===== src/rtl/rgb_pwm_fader.sv =====
// Three-channel PWM colour generator for the SB_RGBA_DRV inputs, with a linear
// fade engine that walks the displayed duty toward a handshaken target colour.
module rgb_pwm_fader #(
    parameter int PRESCALE     = 48,
    parameter int FADE_PERIODS = 4
) (
    input  logic       hw_clk,
    input  logic       rst_n,
    input  logic       tgt_valid,
    output logic       tgt_ready,
    input  logic [7:0] tgt_red,
    input  logic [7:0] tgt_green,
    input  logic [7:0] tgt_blue,
    input  logic       fade_en,
    output logic       pwm_red,
    output logic       pwm_green,
    output logic       pwm_blue,
    output logic       busy,
    output logic       fade_done
);

    localparam int PRE_W  = (PRESCALE > 1) ? $clog2(PRESCALE) : 1;
    localparam int FCNT_W = (FADE_PERIODS > 1) ? $clog2(FADE_PERIODS) : 1;
    localparam logic [PRE_W-1:0]  PRE_LAST  = PRE_W'(PRESCALE - 1);
    localparam logic [FCNT_W-1:0] FCNT_LAST = FCNT_W'(FADE_PERIODS - 1);

    localparam logic [1:0] IDLE  = 2'd0;
    localparam logic [1:0] APPLY = 2'd1;
    localparam logic [1:0] FADE  = 2'd2;

    logic [1:0]        state;
    logic [PRE_W-1:0]  pre_cnt;
    logic [7:0]        pwm_cnt;
    logic [FCNT_W-1:0] fcnt;
    logic [7:0]        cur_red, cur_green, cur_blue;
    logic [7:0]        goal_red, goal_green, goal_blue;
    logic [7:0]        nxt_red, nxt_green, nxt_blue;
    logic              tick, frame_end, accept, arrived;

    // One LSB toward the goal; never overshoots because equality holds.
    function automatic logic [7:0] step_toward(input logic [7:0] cur, input logic [7:0] goal);
        if (cur < goal)
            return cur + 8'd1;
        else if (cur > goal)
            return cur - 8'd1;
        else
            return cur;
    endfunction

    assign tick      = (pre_cnt == PRE_LAST);
    assign frame_end = tick && (pwm_cnt == 8'd255);
    assign tgt_ready = (state == IDLE);
    assign busy      = !tgt_ready;
    assign accept    = tgt_valid && tgt_ready;

    assign nxt_red   = step_toward(cur_red, goal_red);
    assign nxt_green = step_toward(cur_green, goal_green);
    assign nxt_blue  = step_toward(cur_blue, goal_blue);
    assign arrived   = (nxt_red == goal_red) && (nxt_green == goal_green)
                    && (nxt_blue == goal_blue);

    always_ff @(posedge hw_clk or negedge rst_n) begin
        if (!rst_n) begin
            pre_cnt <= '0;
            pwm_cnt <= 8'd0;
        end else if (tick) begin
            pre_cnt <= '0;
            pwm_cnt <= pwm_cnt + 8'd1;
        end else begin
            pre_cnt <= pre_cnt + 1'b1;
        end
    end

    // Displayed duty only moves on frame_end, so a frame is never cut mid-way.
    always_ff @(posedge hw_clk or negedge rst_n) begin
        if (!rst_n) begin
            state      <= IDLE;
            fcnt       <= '0;
            fade_done  <= 1'b0;
            cur_red    <= 8'd0;
            cur_green  <= 8'd0;
            cur_blue   <= 8'd0;
            goal_red   <= 8'd0;
            goal_green <= 8'd0;
            goal_blue  <= 8'd0;
        end else begin
            fade_done <= 1'b0;
            case (state)
                IDLE: begin
                    if (accept) begin
                        goal_red   <= tgt_red;
                        goal_green <= tgt_green;
                        goal_blue  <= tgt_blue;
                        fcnt       <= '0;
                        state      <= fade_en ? FADE : APPLY;
                    end
                end
                APPLY: begin
                    if (frame_end) begin
                        cur_red   <= goal_red;
                        cur_green <= goal_green;
                        cur_blue  <= goal_blue;
                        fade_done <= 1'b1;
                        state     <= IDLE;
                    end
                end
                FADE: begin
                    if (frame_end) begin
                        if (fcnt == FCNT_LAST) begin
                            fcnt      <= '0;
                            cur_red   <= nxt_red;
                            cur_green <= nxt_green;
                            cur_blue  <= nxt_blue;
                            if (arrived) begin
                                fade_done <= 1'b1;
                                state     <= IDLE;
                            end
                        end else begin
                            fcnt <= fcnt + 1'b1;
                        end
                    end
                end
                default: state <= IDLE;
            endcase
        end
    end

    // Strict compare: duty 255 stays high 255 of 256 counts, duty 0 never fires.
    always_ff @(posedge hw_clk or negedge rst_n) begin
        if (!rst_n) begin
            pwm_red   <= 1'b0;
            pwm_green <= 1'b0;
            pwm_blue  <= 1'b0;
        end else begin
            pwm_red   <= (pwm_cnt < cur_red);
            pwm_green <= (pwm_cnt < cur_green);
            pwm_blue  <= (pwm_cnt < cur_blue);
        end
    end

endmodule

===== config.mk =====
export PLATFORM = sky130hd
export DESIGN_NAME = rgb_pwm_fader
export DESIGN_NICKNAME = d
export VERILOG_FILES = /design/src/rtl/rgb_pwm_fader.sv
export SDC_FILE = /design/constraint.sdc
export NUM_CORES = 1
export LEC_CHECK = 0
export CORE_AREA = 2 2 118 120
export CTS_BUF_LIST = sky130_fd_sc_hd__clkbuf_4 sky130_fd_sc_hd__clkbuf_8
export DETAILED_ROUTE_END_ITERATION = 10
export DIE_AREA = 0 0 120 122
export GPL_TIMING_DRIVEN = 1
export PLACE_DENSITY_LB_ADDON = 0.1
export SLEW_MARGIN = 20
export SYNTH_ARGS = -nofsm -noshare
export SYNTH_HDL_FRONTEND = slang
export SYNTH_SLANG_ARGS = --single-unit

===== constraint.sdc =====
create_clock -name hw_clk -period 8.3 [get_ports hw_clk]
set_clock_uncertainty 0.1 [all_clocks]
set_input_delay 2.075 -clock hw_clk [delete_from_list [all_inputs] [get_ports hw_clk]]
set_output_delay 2.075 -clock hw_clk [all_outputs]
set_load 0.01 [all_outputs]

# == Yosys cells after proc, flatten, opt, wreduce, memory -nomap -nowiden ==
# Cells that the tools add are included.
# classes
reduce_logical,12
order_cmp,9
muxes,35
n_eq_ne,13
addsub,9
# ops
op,n
$mux W8,15
$lt A8 B8 Y1,6
$pmux W8 S2,3
$add A8 B1 Y8 const B,4
$eq A8 B8 Y1,3
$gt A8 B8 Y1,3
$sub A8 B1 Y8 const B,3
$mux W2,9
$eq A8 B8 Y1 const B,1
$ne A2 B2 Y1 const B,4
$add A6 B1 Y6 const B,1
$eq A6 B6 Y1 const B,1
$mux W6,1
$pmux W2 S3,1
$reduce_and A5 Y1,1
$eq A2 B2 Y1 const B,2
$logic_and A1 B1 Y1,4
$mux W1,4
$pmux W2 S2,1
$reduce_and A4 Y1,1
$reduce_bool A2 Y1,2
$reduce_and A3 Y1,1
$add A2 B1 Y2 const B,1
$eq A2 B1 Y1 const B,1
5 further kinds,5
# totals
wordCells,92
reg_bits,70

# == Depth between registers and ports, before layout ==
# Gate-level depths: netlist of the first run.
# logic_depth
word_depth,10
mapped_depth,13

# == Worst setup path after synthesis of the first run ==
# No wires, ideal clock.
# synth_timing
path_type,register to register
startpoint,register cur_green[1]
endpoint,register state[0]
path_stages_with_launch,12
setup_slack_ns,5.071
setup_time_ns,0.101
arrival_ns,3.028
required_time_ns,8.099
cell_sequence,dfrtp_1 > ha_1 > nor2b_2 > o211ai_2 > a21oi_2 > nor2_1 > mux2_2 > and2_1 > or3_1 > nor4_2 > a41oi_1 > o32ai_1
# synth_via
elab_chain_cells,8
word_cells_on_any_way,11
cone_classes,add/sub: 2; order compare: 2; eq/ne: 2; mux: 2; reduce/logical: 3
# synth_lines
item,line_no,rtl
start: declaration,35,"logic [7:0] cur_red, cur_green, cur_blue;"
start signal: assignment,101,cur_green <= goal_green;
start signal: assignment,112,cur_green <= nxt_green;
$sub A8 B1 Y8 / $gt A8 B8 Y1 (equally long branches),"45, 44",
$mux W8,44,else if (cur > goal)
$mux W8 *,42,if (cur < goal)
$eq A8 B8 Y1 *,59,assign arrived = (nxt_red == goal_red) && (nxt_green == goal_green)
$logic_and A1 B1 Y1 *,59,
$logic_and A1 B1 Y1 *,60,&& (nxt_blue == goal_blue);
$ne A2 B2 Y1 (no line) *,-,
$reduce_and A5 Y1 (no line) *,-,
end signal: assignment,95,state <= fade_en ? FADE : APPLY;
end: declaration,31,logic [1:0] state;
# Mark *: on every way between the ends. The rest lies on a longest branch, timed or not.
# A chain may end at the register's enable or synchronous reset.

# == Final worst setup path of the first run ==
# layout_timing
startpoint,register state[0]
endpoint,output busy
# layout_via
elab_chain_cells,2
# layout_lines
item,line_no,rtl
$logic_not A2 Y1,52,assign tgt_ready = (state == IDLE);
$logic_not A1 Y1,53,assign busy = !tgt_ready;
end: declaration,18,"output logic busy,"
# Every way passes these cells.

==> flow_metrics.tcl, run 1 <==
set metrics [dict create \
    ys_warn_count 0 \
    ctsResizeCount 0 \
    syn_to_final_growth_pct 11.7 \
    crit_fanout 5 \
    place_ws_ps 4500 \
    core-area_mm2 0.0135 \
    grt_max_degree 72 \
    maxCapViolCount 0 \
    setup_slack_ps 4420 \
    worst-r2r-cell-count 11 \
    wl_per_cell_um 19.5 \
    whs_endpoint "goal_blue[1]$_DFFE_PN0P_" \
    synth-edff-count 0 \
    grt_overflow 0 \
    cp.arrival_ps 1700 \
    maxSlewHeadroom 0.354 \
    critical_path.cell_chain "inv_1, ha_1, inv_1, clkdlybuf4s50_1" \
    dp_hpwl_mm 13.2 \
    final_nets 809 \
    endpoint_kind "output pin" \
    via_per_inst 5.99 \
    cts_setup_buffers 0 \
    holdBufCountCts 0 \
    tightest_slew_ps 969 \
    cp_slowest_cell "clkdlybuf4s50_1" \
    avgSynthCellArea_um2 8.45 \
    start_util 0.440 \
    min_period_ps 3880 \
    clock_path_buffers 2 \
    synth_top_area_cell "dfrtp_1" \
    worstSkewPairLatency_ps 380 \
    async_flop_share 1.00 \
    dp.cells 893 \
    drc 0 \
    grt_pass1_wl_mm 28.4 \
    crit_type "flop to output pin" \
    antenna_left 0 \
    run_status "complete, no violations" \
    stdcell_count 909 \
    grt_pass1_vias 5289 \
    cts_buffers 9 \
    drt_iter0_markers 366 \
    cp_common_cell "inv_1" \
    die_x_um 120 \
    power_leakage_nw 2.81 \
    htreeDepth 3 \
    synth.distinct_cells 71 \
    setup_viol 0 \
    reg2reg_to "state[1]$_DFFE_PN0P_" \
    drive_gt1_frac 0.0892 \
    num_rows 43 \
    hold_violations 0 \
    antenna_found_initial 0 \
    grt_usage 0.253 \
    synth_area_leaders "dfrtp_1 (29%), ha_1 (12%), a21oi_1 (6.7%)" \
    globalplace.congestion 0.996 \
    drv_slew 0 \
    min_path_type "flop to flop" \
    start_kind "flop" \
    r2r_start "goal_green[5]$_DFFE_PN0P_" \
    setup_tns_ps 0 \
    synth.net_count 789 \
    wl_mm 17.7 \
    yosys_register_bits 70 \
    finalPower_w 0.00297 \
    max_freq_mhz 258 \
    cts.sinks 70 \
    power_density_mw_per_mm2 446 \
    synthCells 704 \
    ys_seq_area_frac 0.294 \
    syn_area_mm2 0.00595 \
    antennaDiodeCount 0 \
    required_ps 6120 \
    clk_pin_slew_ps 90 \
    synth_top_area_share 0.294 \
    cts_root_buf "clkbuf_8" \
    hold_depth 1 \
    hp-start "goal_blue[1]$_DFFE_PN0P_" \
    vdd_drop_max_uv 212 \
    die_area_mm2 0.0146 \
    rsz0062_at_grt "no" \
    synthFlopType "dfrtp_1" \
    pin_count 34 \
    tritoncts "yes" \
    post-route-period-util 0.467 \
    regToRegSetupSlack_ps 4430 \
    via_count 5444 \
    max_stage_delay_ps 530 \
    first_pass_iters 5 \
    fp.dieH_um 122 \
    port_buffers 33 \
]
## registers in the layout (all words and copies together), names as in the netlist, 2 cells and up
name and flops:
pre_cnt 6, cur_blue 8, pwm_cnt 8, fcnt 2
cur_red 8, goal_blue 8, goal_red 8, goal_green 8
cur_green 8, state 2
## per-layer routing
layer,share of wire,vias up,global-route usage
met5,0,-,0
met4,0.036,0,0.121
met3,0.040,38,0.0417
met2,0.48,144,0.426
met1,0.45,2637,0.316
li1,-,2625,-
## where the power goes
part	leakage, nW	switching [W]	internal [W]	total [W]
Clock	0.114	0.000156	0.000175	0.000331
Combinational	1.86	0.00120	0.000743	0.00194
Sequential	0.829	0.000221	0.000468	0.000689
Total	2.81	0.00158	0.00139	0.00297
## critical path: cells and delay by family (launching register included)
kind | cells | cell delay (ps)
flip-flops | 1 | 400
adder cells (fa/ha/maj) | 1 | 250
buffers and inverters | 3 | 680
## synth_stat cells (all sizes together), types with 9 or more instances
cell / n
ha: 57
nand2: 74
nand4: 17
inv: 55
xor2: 14
and3: 9
dfrtp: 70
nand3: 18
o22ai: 22
a21oi: 83
mux2: 27
nor3: 16
nor2: 29
o21ai: 29
clkbuf: 21
xnor2: 29
## metrics by stage
stage	utilization	area [µm²]	hold slack [ps]
floorplan	-	5950	375
global placement	0.475	6420	399
detailed placement	0.475	6420	405
CTS	0.492	6640	427
global route	0.492	6640	459
finish	0.492	6640	426
## logic make-up after synthesis
group / after synthesis / synth area share
AOI/OAI and AO/OA: 213 / 0.230
and+or+nand+nor: 206 / 0.177
buffers and inverters: 81 / 0.0522
DFF: 70 / 0.294
adders and majority gates: 57 / 0.120
xor gates and xnor gates: 43 / 0.0633
muxes: 34 / 0.0629
## area by class of cell
| class | count | area, µm² |
|---|---|---|
| sequential | 70 | 1750 |
| timing repair buffer | 35 | 343 |
| clock buffer | 10 | 131 |
| inverter | 55 | 206 |
| tap | 180 | 225 |
| multi-input combinational | 553 | 3890 |
| fill | 1320 | 6860 |
| clock inverter | 6 | 95.1 |
## cells in the final DEF, fill, tap and decap left out, types with 7 or more instances in the layout
cell	n
a21oi_1	80
nand2_1	74
nand4_1	15
nand2b_1	7
and3_1	9
nor2_1	28
o22ai_1	22
nor3_1	15
nand3_1	18
clkbuf_8	9
clkdlybuf4s50_1	32
a31oi_1	7
ha_1	56
inv_1	55
dfrtp_1	70
a22oi_1	7
mux2i_1	7
o21ai_0	26
xnor2_1	29
xor2_1	14
mux2_2	27
## how the worst max path moves through the flow
stage	end	startpoint	slack (ps)
2_1_floorplan	state[0]$_DFFE_PN0P_	cur_green[1]$_DFFE_PN0P_	5070
3_3_place_gp	cur_blue[4]$_DFFE_PN0P_	pre_cnt[0]$_DFF_PN0_	4560
3_5_place_dp	cur_green[2]$_DFFE_PN0P_	pre_cnt[0]$_DFF_PN0_	4500
4_1_cts	busy	state[0]$_DFFE_PN0P_	4410
5_1_grt	state[1]$_DFFE_PN0P_	goal_green[5]$_DFFE_PN0P_	4050
6_report	busy	state[0]$_DFFE_PN0P_	4420
No activity file was read; power rests on OpenSTA's default activity.
==> run 2, diff against run 1 <==
==> constraint.sdc (replaced) <==
create_clock -name hw_clk -period 3.95 [get_ports hw_clk]
set_clock_uncertainty 0.1 [all_clocks]
set_input_delay 0.9875 -clock hw_clk [delete_from_list [all_inputs] [get_ports hw_clk]]
set_output_delay 0.9875 -clock hw_clk [all_outputs]
set_load 0.01 [all_outputs]
==> flow_metrics.tcl, run 2 (same netlist as run 1, synthesis figures left out) <==
set metrics [dict create \
    run_status "complete, no violations" \
    whs_endpoint "pre_cnt[0]$_DFF_PN0_" \
    fp.dieH_um 122 \
    die_area_mm2 0.0146 \
    reg2reg_to "state[1]$_DFFE_PN0P_" \
    grt_max_degree 71 \
    max_stage_delay_ps 450 \
    min_path_type "flop to flop" \
    grt_pass1_vias 5416 \
    hp-start "pre_cnt[0]$_DFF_PN0_" \
    max_freq_mhz 265 \
    grt_pass1_wl_mm 29.0 \
    cp_slowest_cell "dfrtp_1" \
    cts_setup_buffers 0 \
    clock_path_buffers 2 \
    power_leakage_nw 2.90 \
    drv_slew 0 \
    final_common_cell "a21oi_1" \
    post-route-period-util 0.954 \
    via_count 5491 \
    final_nets 825 \
    setup_tns_ps 0 \
    min_period_ps 3770 \
    globalplace.congestion 0.899 \
    whs_ps 406 \
    setup_viol 0 \
    hold_depth 1 \
    maxSlewHeadroom 0.376 \
    power_density_mw_per_mm2 950 \
    final_cell_mix "a21oi_1 (77), nand2_1 (74), dfrtp_1 (69)" \
    clk_pin_slew_ps 90 \
    grt_overflow 0 \
    nFillCells 1311 \
    core-area_mm2 0.0135 \
    cts_root_buf "clkbuf_8" \
    drc 0 \
    worstSkewPairLatency_ps 380 \
    cts_buffers 9 \
    wl_mm 18.4 \
    port_buffers 33 \
    htreeDepth 3 \
    grt_usage 0.258 \
    antenna_left 0 \
    endpoint_kind "flop" \
    wl_per_cell_um 19.9 \
    vdd_drop_max_uv 428 \
    syn_to_final_growth_pct 14.5 \
    cp.arrival_ps 3920 \
    hold_violations 0 \
    critical_path.cell_chain "inv_1, ha_1, nand4_1, or2_4, and2_1, a2111oi_2, o2111ai_1, nor4_1, nand2_1, or4_1, nor4_2, o32ai_1" \
    tritoncts "yes" \
    pin_count 34 \
    num_rows 43 \
    drt_iter0_markers 454 \
    first_pass_iters 5 \
    start_util 0.440 \
    crit_fanout 11 \
    regToRegSetupSlack_ps 180 \
    via_per_inst 5.94 \
    antennaDiodeCount 0 \
    required_ps 4100 \
    antenna_found_initial 0 \
    cts.sinks 70 \
    die_x_um 120 \
    tightest_slew_ps 936 \
    finalPower_w 0.00647 \
    r2r_start "goal_blue[6]$_DFFE_PN0P_" \
    worst-r2r-cell-count 12 \
    dp_hpwl_mm 13.8 \
    drive_gt1_frac 0.122 \
    maxCapViolCount 0 \
    crit_type "flop to flop" \
    start_kind "flop" \
]
==> run 2: timing repair <==
| item | in CTS | in global routing |
|---|---|---|
| hold buffers | 0 | 0 |
| gates resized for setup | 0 | 16 |
| endpoints found under the setup margin | 0 | 3 |
==> run 2: metrics by stage <==
stage          setup slack [ps]  instance area [µm²]  utilization  std cells
2_1_floorplan               721                 5950            -        704
3_3_place_gp                172                 6540        0.484        909
3_5_place_dp                115                 6540        0.484        909
4_1_cts                    81.7                 6750        0.499        925
5_1_grt                   -25.3                 6810        0.504        925
6_report                    182                 6810        0.504        925
==> run 2: layout make-up <==
cell class	instances	area, µm²	area share
inverters	55	206	0.0303
multi-input cells	553	3950	0.580
flip-flops and latches	70	1750	0.257
repair buffers	51	463	0.0680
clock inverters	5	65.1	0.00955
clock buffers	11	145	0.0213
well taps	180	225	0.0331
==> run 2: how the worst max path moves through the flow <==
stage	from	end	cells after the start	slack [ps]
after global routing	goal_blue[4]$_DFFE_PN0P_	state[1]$_DFFE_PN0P_	12	-30
final	goal_blue[6]$_DFFE_PN0P_	state[1]$_DFFE_PN0P_	12	180
after global placement	goal_blue[4]$_DFFE_PN0P_	state[1]$_DFFE_PN0P_	12	170
after floorplan	cur_green[1]$_DFFE_PN0P_	state[0]$_DFFE_PN0P_	11	720
after CTS	goal_green[5]$_DFFE_PN0P_	state[0]$_DFFE_PN0P_	11	80
after detailed placement	goal_green[5]$_DFFE_PN0P_	state[0]$_DFFE_PN0P_	11	120
==> run 2: routing by layer <==
layer	vias up	wire [µm]	GRT usage
li1	2653	-	-
met1	2679	8380	0.330
met2	129	8880	0.443
met3	30	722	0.0346
met4	0	460	0.0985
met5	-	0	0
==> run 2: critical path, delay by kind of cell, from the launching register on <==
kind / cells / cell delay, ps
AO/OA/AOI/OAI: 3 / 690
adder cells (fa/ha/maj): 1 / 310
buffers and inverters: 1 / 90
flip-flops: 1 / 450
AND/OR/NAND/NOR: 7 / 1980
==> run 2: report_power, final <==
group,leakage [nW],total (W),switching [W],internal (W)
Clock,0.108,0.000646,0.000323,0.000323
Sequential,0.828,0.00134,0.000357,0.000986
Combinational,1.96,0.00448,0.00278,0.00171
==> run 3, diff against run 2 <==
--- a/config.mk
+++ b/config.mk
@@ -5,10 +5,12 @@
 export SDC_FILE = /design/constraint.sdc
 export NUM_CORES = 1
 export LEC_CHECK = 0
-export CORE_AREA = 2 2 118 120
+export CELL_PAD_IN_SITES_DETAIL_PLACEMENT = 1
+export CELL_PAD_IN_SITES_GLOBAL_PLACEMENT = 2
+export CORE_AREA = 2 2 127 129
 export CTS_BUF_LIST = sky130_fd_sc_hd__clkbuf_4 sky130_fd_sc_hd__clkbuf_8
 export DETAILED_ROUTE_END_ITERATION = 10
-export DIE_AREA = 0 0 120 122
+export DIE_AREA = 0 0 129 131
 export GPL_TIMING_DRIVEN = 1
 export PLACE_DENSITY_LB_ADDON = 0.1
 export SLEW_MARGIN = 20
==> flow_metrics.tcl, run 3 (same netlist as run 1, synthesis figures left out) <==
set metrics [dict create \
    run_status "complete, no violations" \
    grt_max_degree 71 \
    htreeDepth 3 \
    cts_buffers 9 \
    ctsResizeCount 0 \
    final_cell_mix "a21oi_1 (79), nand2_1 (74), dfrtp_1 (70)" \
    vdd_drop_max_uv 386 \
    min_period_ps 3740 \
    antenna_left 0 \
    start_util 0.381 \
    worstSkewPairLatency_ps 390 \
    start_kind "flop" \
    wl_mm 19.9 \
    final_nets 829 \
    fp.dieH_um 131 \
    drv_slew 0 \
    power_leakage_nw 2.89 \
    drc 0 \
    grt_overflow 0 \
    cts_setup_buffers 0 \
    via_per_inst 5.84 \
    required_ps 4130 \
    pin_count 34 \
    post-route-period-util 0.947 \
    final_common_cell "a21oi_1" \
    antenna_found_initial 0 \
    port_buffers 33 \
    globalplace.congestion 0.932 \
    design_area_mm2 0.00682 \
    regToRegSetupSlack_ps 210 \
    drt_iter0_markers 297 \
    core-area_mm2 0.0156 \
    max_freq_mhz 267 \
    setup_tns_ps 0 \
    crit_type "flop to flop" \
    power_density_mw_per_mm2 951 \
    hold_depth 1 \
    num_rows 46 \
    wl_per_cell_um 20.6 \
    maxSlewHeadroom 0.372 \
    maxCapViolCount 0 \
    rsz0062_at_grt "no" \
    cp.arrival_ps 3930 \
    antennaDiodeCount 0 \
    die_area_mm2 0.0169 \
    clock_path_buffers 2 \
    tightest_slew_ps 942 \
    drive_gt1_frac 0.117 \
    die_x_um 129 \
    grt_pass1_wl_mm 31.9 \
    via_count 5635 \
    endpoint_kind "flop" \
    min_path_type "flop to flop" \
    cts.sinks 70 \
    worst-r2r-cell-count 11 \
    dpl_cell_area_mm2 0.00661 \
    grt_pass1_vias 5836 \
    crit_fanout 8 \
    setup_viol 0 \
    holdBufCountCts 0 \
    syn_to_final_growth_pct 14.7 \
    dp_hpwl_mm 15.4 \
    grt_usage 0.246 \
    clk_pin_slew_ps 90 \
    cts_root_buf "clkbuf_8" \
    first_pass_iters 5 \
    tritoncts "yes" \
    hold_violations 0 \
]
## run 3: cell count changes in the layout (fill, tap and decap cells not counted), moves of 2 or more
cell,before,now
o21ai_1,1,3
o21ai_2,2,0
buf_4,19,23
inv_8,0,2
a21oi_1,77,79
## run 3: layout make-up
class / count / area (µm²)
clock buffers: 9 / 124
multi-input cells: 553 / 3910
repair buffers: 55 / 493
inverters: 55 / 206
clock inverters: 7 / 65.1
flip-flops and latches: 70 / 1750
fillers: 1861 / 8780
well taps: 216 / 270
## run 3: per-layer routing
layer,track usage,share of wire,vias to the layer above
met5,0,0,-
met4,0.0786,0.022,0
met3,0.0407,0.029,35
met2,0.427,0.50,99
met1,0.315,0.45,2849
li1,-,-,2652
## run 3: worst paths after layout
path,from,to
max reg2reg,goal_green[5]$_DFFE_PN0P_,state[0]$_DFFE_PN0P_
min reg2reg,pre_cnt[0]$_DFF_PN0_,pre_cnt[0]$_DFF_PN0_
min,pre_cnt[0]$_DFF_PN0_,pre_cnt[0]$_DFF_PN0_
max in group asynchronous,rst_n,state[1]$_DFFE_PN0P_
max,goal_green[5]$_DFFE_PN0P_,state[0]$_DFFE_PN0P_
min in group asynchronous,rst_n,goal_blue[3]$_DFFE_PN0P_
## run 3: power breakdown
group	internal (W)	switching (W)	total, W
clock	0.000243	0.000359	0.000602
combinational	0.00173	0.00281	0.00454
sequential	0.000984	0.000360	0.00134
total	0.00295	0.00353	0.00649
## run 3: through the flow
stage	utilization	cells	hold slack [ps]	setup WS (ps)	power, W
global placement	0.424	949	399	192	0.00568
CTS	0.436	965	433	80.3	0.00645
global route	0.437	965	447	12.1	0.00706
finish	0.437	965	421	208	0.00649
floorplan	-	704	375	721	0.00437
detailed placement	0.424	949	416	105	0.00582
## run 3: critical path: stages, from the launching register on
cell and delay, ps:
dfrtp_1 500, inv_1 150, ha_1 360, a21oi_1 110, o21ai_1 410, nor2_4 140, a41o_1 300, or3_1 340
or4_1 430, nor4_2 330, a41oi_1 190, o32ai_1 300
